==> config.mk <==
export PLATFORM = sky130hd
export DESIGN_NAME = imem_loader
export DESIGN_NICKNAME = d
export VERILOG_FILES = /design/src/rtl/imem_loader.sv
export SDC_FILE = /design/constraint.sdc
export NUM_CORES = 1
export LEC_CHECK = 0
export ABC_AREA = 1
export CORE_ASPECT_RATIO = 1.1
export CORE_MARGIN = 1
export CORE_UTILIZATION = 40
export DETAILED_ROUTE_END_ITERATION = 16
export HOLD_SLACK_MARGIN = 0.1
export PLACE_DENSITY = 0.77
export SKIP_CTS_REPAIR_TIMING = 1
export SLEW_MARGIN = 20
export SYNTH_ARGS = -nofsm -noshare
export SYNTH_HDL_FRONTEND = slang
export SYNTH_SLANG_ARGS = --single-unit
==> constraint.sdc <==
create_clock -name clk -period 1.95 [get_ports clk]
set_input_delay 0.195 -clock clk [delete_from_list [all_inputs] [get_ports clk]]
set_output_delay 0.195 -clock clk [all_outputs]
set_load 0.005 [all_outputs]
==> src/rtl/imem_loader.sv <==
// Byte-stream program loader for instruction memory: writes a counted image at
// base_addr, keeps the CPU in reset until the image arrives intact.
module imem_loader #(
   parameter int ADDR_W = 9,
   parameter int DEPTH  = 512,
   parameter int DATA_W = 8
) (
   input  logic              clk,
   input  logic              rst,
   input  logic              start,
   input  logic [ADDR_W-1:0] base_addr,
   input  logic [ADDR_W:0]   byte_count,
   input  logic              in_valid,
   input  logic [DATA_W-1:0] in_data,
   input  logic              in_last,
   output logic              in_ready,
   output logic              mem_we,
   output logic [ADDR_W-1:0] mem_addr,
   output logic [DATA_W-1:0] mem_wdata,
   output logic              cpu_hold,
   output logic              busy,
   output logic              done,
   output logic              err,
   output logic [DATA_W-1:0] checksum
);

   typedef enum logic [1:0] {S_IDLE, S_LOAD, S_DONE, S_ERR} state_t;

   localparam logic [ADDR_W:0]   DEPTH_C   = (ADDR_W+1)'(DEPTH);
   localparam logic [ADDR_W-1:0] LAST_ADDR = ADDR_W'(DEPTH - 1);
   localparam logic [ADDR_W:0]   ONE_C     = (ADDR_W+1)'(1);

   state_t              state_q, state_d;
   logic [ADDR_W-1:0]   addr_q, addr_d;
   logic [ADDR_W:0]     rem_q, rem_d;
   logic [DATA_W-1:0]   cks_q, cks_d;
   logic                we_q, we_d;
   logic [ADDR_W-1:0]   maddr_q, maddr_d;
   logic [DATA_W-1:0]   wdata_q, wdata_d;
   logic                count_ok;

   assign count_ok = (byte_count != '0) && (byte_count <= DEPTH_C);

   always_ff @(posedge clk) begin
      if (rst) begin
         state_q <= S_IDLE;
         addr_q  <= '0;
         rem_q   <= '0;
         cks_q   <= '0;
         we_q    <= 1'b0;
         maddr_q <= '0;
         wdata_q <= '0;
      end else begin
         state_q <= state_d;
         addr_q  <= addr_d;
         rem_q   <= rem_d;
         cks_q   <= cks_d;
         we_q    <= we_d;
         maddr_q <= maddr_d;
         wdata_q <= wdata_d;
      end
   end

   always_comb begin
      state_d = state_q;
      addr_d  = addr_q;
      rem_d   = rem_q;
      cks_d   = cks_q;
      we_d    = 1'b0;
      maddr_d = maddr_q;
      wdata_d = wdata_q;
      case (state_q)
         S_LOAD: begin
            // start is deliberately ignored here; only accepted bytes advance the load
            if (in_valid) begin
               we_d    = 1'b1;
               maddr_d = addr_q;
               wdata_d = in_data;
               cks_d   = cks_q ^ in_data;
               addr_d  = (addr_q == LAST_ADDR) ? '0 : addr_q + ADDR_W'(1);
               rem_d   = rem_q - ONE_C;
               if (rem_q == ONE_C) begin
                  state_d = in_last ? S_DONE : S_ERR;
               end else if (in_last) begin
                  state_d = S_ERR;
               end
            end
         end
         default: begin
            if (start) begin
               if (count_ok) begin
                  addr_d  = base_addr;
                  rem_d   = byte_count;
                  cks_d   = '0;
                  state_d = S_LOAD;
               end else begin
                  state_d = S_ERR;
               end
            end
         end
      endcase
   end

   assign in_ready  = (state_q == S_LOAD);
   assign busy      = (state_q == S_LOAD);
   assign done      = (state_q == S_DONE);
   assign err       = (state_q == S_ERR);
   assign cpu_hold  = (state_q != S_DONE);
   assign mem_we    = we_q;
   assign mem_addr  = maddr_q;
   assign mem_wdata = wdata_q;
   assign checksum  = cks_q;

endmodule

# --- Word level (Yosys, flattened, before mapping) ---
# Cells that the tools add are included.
classes:
  add_sub_neg: 2
  order_cmp: 1
  n_eq_ne: 8
  muxes: 21
  bitwise: 2
  n_reduce_logical: 8
op_table:
  columns: ["operator", "count"]
  rows:
  - ["$mux 9", 5]
  - ["$mux 10", 4]
  - ["$mux 8", 4]
  - ["$mux 2", 6]
  - ["$eq 10x1->1 const B", 1]
  - ["$le 10x10->1 const B", 1]
  - ["$reduce_bool 10->1", 1]
  - ["$sub 10x1->10 const B", 1]
  - ["$add 9x1->9 const B", 1]
  - ["$eq 9x9->1 const B", 1]
  - ["$xor 8x8->8", 1]
  - ["$reduce_and 3->1", 2]
  - ["$eq 2x2->1 const B", 2]
  - ["$ne 2x2->1 const B", 2]
  - ["$reduce_bool 2->1", 2]
  - ["$ne 3x2->1 const B", 1]
  - ["$eq 2x1->1 const B", 1]
  - ["$mux 1", 2]
  - ["$reduce_and 2->1", 1]
  - ["$reduce_or 2->1", 1]
  - ["$logic_and 1x1->1", 1]
  - ["$not 1->1", 1]
totals:
  regBits: 47
  input_bits: 32
  out_inout_bits: 31
  word_cells: 49

# --- Longest topological paths before layout ---
logic_depth:
  depth_word: 5
  depth_mapped: 11

# --- Least setup slack after synthesis ---
# OpenSTA, ideal clock, no wires.
synth_path:
  kind: "register -> register"
  startpoint: "register addr_q[0]"
  endpoint: "register addr_q[2]"
  arrival_ps: 1621
  path_slack_ps: 265
  path_stages_with_launch: 12
  synth_period_minus_slack_ps: 1685
  path_cell_list: "dfxtp_1 ha_1 nand2_1 inv_1 nand3_1 nor2_1 ha_1 nor2_1 o21ai_0 o21ai_0 a21oi_1 nor2_1"
synth_via:
  elab_chain_len: 4
  word_cells_on_any_way: 5
  classes_between: "add/sub: 1; eq/ne: 1; mux: 3"
synth_rtl:
  columns: ["element", "line_no", "rtl"]
  rows:
  - ["start, declared", "34", "logic [ADDR_W-1:0] addr_q, addr_d;"]
  - ["start signal, assigned", "55", "addr_q <= addr_d;"]
  - ["$add 9x1->9 / $eq 9x9->1 (equally long branches)", "80", "addr_d = (addr_q == LAST_ADDR) ? '0 : addr_q + ADDR_W'(1);"]
  - ["$mux 9 *", "80", null]
  - ["$mux 9 *", "75", "if (in_valid) begin"]
  - ["$mux 9 *", "72", "case (state_q)"]
# Mark *: on every way between the ends. The rest lies on a longest branch, timed or not. The select of a mux whose other input is x is not followed.
# A chain may end at the register's enable or synchronous reset.

# --- Worst setup path after layout ---
layout_path:
  startpoint: "register state_q[0]"
  endpoint: "output busy"
layout_via:
  elab_chain_len: 1
layout_rtl:
  columns: ["element", "line_no", "rtl"]
  rows:
  - ["start, declared", "33", "state_t state_q, state_d;"]
  - ["start signal, assigned", "54", "state_q <= state_d;"]
  - ["$eq 2x1->1", "105", "assign busy = (state_q == S_LOAD);"]
  - ["end, declared", "21", "output logic busy,"]
# No other way between the ends.

==> metrics.csv <==
metric;value;unit
outcome;complete, no violations;
min_period;1810;ps
worst_pin_slew;406;ps
clk_latency;310;ps
yosysSeqAreaShare;35.3;%
vdd_drop_max;0.420;mV
finalHoldViolCount;0;
start_kind;register;
track_usage;20.6;%
ioPinCount;63;
post-route-period-util;92.8;%
hpwlAfterDp;4830;um
diodes;0;
drtIter0Drc;182;
whs_path_depth;2;
grt_pass1_vias;2574;
arrival;1610;ps
setup_viol;0;
slew_headroom;72.9;%
multiInputGateArea;1440;um^2
port_buffers;62;
hp-class;reg2reg;
register_area;941;um^2
htree_levels;2;
drt_pass1_iterations;4;
vias_per_cell;5.06;
via_count;2771;
syn_area_per_cell;6.48;um^2
finClkSkew;3.18;ps
max_cap_viol_count;0;
clock.fmax;0.553;GHz
rsz0062_at_grt;false;
drt_wl_total;6740;um
worstPathMaxFanout;14;
r2r_end;addr_q[7];
clk_pin_slew;90;ps
power.density;699;nW/um^2
core;6310;um^2
synth_cell_types;25;
top_layer_used;met4;
stdcell_count;548;
drc;0;
clockBufferDepth;2;
crit_required;1750;ps
syn_inst;411;
grt_max_degree;39;
die-height;87.6;um
die_x;79.8;um
ys_top_cells_by_area;dfxtp_1 (35%), nand2_1 (14%), a21oi_1 (10%);
cts_made_buffers;5;
ff2ff_path_depth;12;
fin_tns_setup;0;ps
min_to;mem_wdata[5];
start_util;42.3;%
cts_tree;built;
synth_fp_nets;447;
overflow;0;
r2r_slack;180;ps
grt_pass1_wl;11300;um
std_cell_rows;30;
critical_path_class;reg2out;
avgRoutedWirePerCell;12.3;um
syn-cell-area;2670;um^2
cts-root-buf;clkbuf_8;
crit_path_end_kind;primary output;
reg2reg_from;addr_q[0];
nets;503;
final.fill_count;631;
antenna_left;0;
wl_met2;3170;um
yosys.area.top_type_share;35.3;%
dpl.cell_count;540;
syn_to_final_growth;29.2;%
wl_met3;396;um
hold_slack;469;ps
dieArea;6990;um^2
synth_area_leader_cell;dfxtp_1;
p_leak;1.58;nW
drive_gt1_share;7.69;%
wl_met1;3080;um
grt_antenna_before_repair;0;
hold_start;mem_wdata[5];
clock_sinks;47;
ys_seq_elements;47;
drv_slew;0;
synth.yosys.warnings;0;
gp_congestion;0.949;
==> where the power goes <==
part,internal (W),leakage [nW],switching (W),total (W)
logic,0.000306,1.15,0.000353,0.000658
registers,0.00104,0.387,0.0000616,0.00110
clock network,0.000290,0.0474,0.000359,0.000649
==> layer usage <==
metal	track usage (%)	vias to the layer above
li1	-	1433
met1	25.9	1250
met2	34.7	81
met3	4.17	7
met4	8.12	0
met5	0	-
==> cells in the final DEF (no fill, tap or decap) <==
master	count
a21oi_1	53
a22o_1	2
a31oi_1	3
buf_12	1
buf_4	9
clkbuf_8	6
clkdlybuf4s50_1	62
clkinv_4	1
clkinvlp_4	1
dfxtp_1	47
ha_1	4
inv_1	38
inv_2	3
nand2_1	99
nand2_2	1
nand2_4	1
nand3_1	30
nand3_2	10
nand3_4	1
nand4_1	2
nor2_1	57
nor2_2	1
nor2_4	1
o21ai_0	31
o21bai_1	1
xnor2_1	1
xor2_1	2
==> kinds of logic after synthesis <==
kind of cell | count (synthesis) | synth area share (%)
AND/OR/NAND/NOR | 203 | 33.7
AO/OA/AOI/OAI | 90 | 17.4
buffers and inverters | 64 | 10.7
flip-flops | 47 | 35.3
adder cells (fa/ha/maj) | 4 | 1.88
XOR/XNOR | 3 | 0.986
==> worst max-delay path: stages, from the launching register on <==
cell	delay, ps
dfxtp_1	430
nand2_4	70
inv_2	240
clkdlybuf4s50_1	560
==> how the worst max path moves through the flow <==
stage | from | to | slack, ps | cells past startpoint
3_3_place_gp | addr_q[0] | addr_q[2] | 180 | 11
6_report | state_q[0] | busy | 140 | 3
3_5_place_dp | addr_q[0] | addr_q[7] | 110 | 12
2_1_floorplan | addr_q[0] | addr_q[2] | 270 | 11
5_1_grt | addr_q[0] | addr_q[6] | 10 | 11
4_1_cts | addr_q[0] | addr_q[7] | 90 | 12
==> synthesized netlist by cell type <==
master and number:
a21oi_1 53, a22o_1 2, a31oi_1 3, buf_1 3, buf_2 6, buf_4 2, buf_6 4, clkbuf_1 8
dfxtp_1 47, ha_1 4, inv_1 38, inv_2 3, nand2_1 99, nand2_2 1, nand2_4 1, nand3_1 30
nand3_2 10, nand3_4 1, nand4_1 2, nor2_1 58, nor2_4 1, o21ai_0 31, o21bai_1 1, xnor2_1 1
xor2_1 2
==> sequential cells by signal (all words and copies together), names as in the netlist <==
register,flops
mem_wdata,8
rem_q,10
addr_q,9
checksum,8
mem_addr,9
mem_we,1
state_q,2
==> final cells by class <==
cell class                      count  area share, %
Multi-Input combinational cell    300           41.9
Sequential cell                    47           27.3
Timing Repair Buffer               72           20.6
Inverter                           41           4.47
Tap cell                           80           2.91
Clock buffer                        6           2.40
Clock inverter                      2          0.472
==> metrics by stage <==
stage / util [%] / area, um^2 / setup WS (ps) / total power, W
after floorplan: - / 2670 / 265 / 0.00153
after global placement: 53.0 / 3340 / 184 / 0.00176
after detailed placement: 53.0 / 3340 / 106 / 0.00178
after CTS: 54.6 / 3440 / 89.4 / 0.00242
after global routing: 54.6 / 3440 / 9.90 / 0.00256
final: 54.6 / 3440 / 141 / 0.00241
No activity file was read; power rests on OpenSTA's default activity.
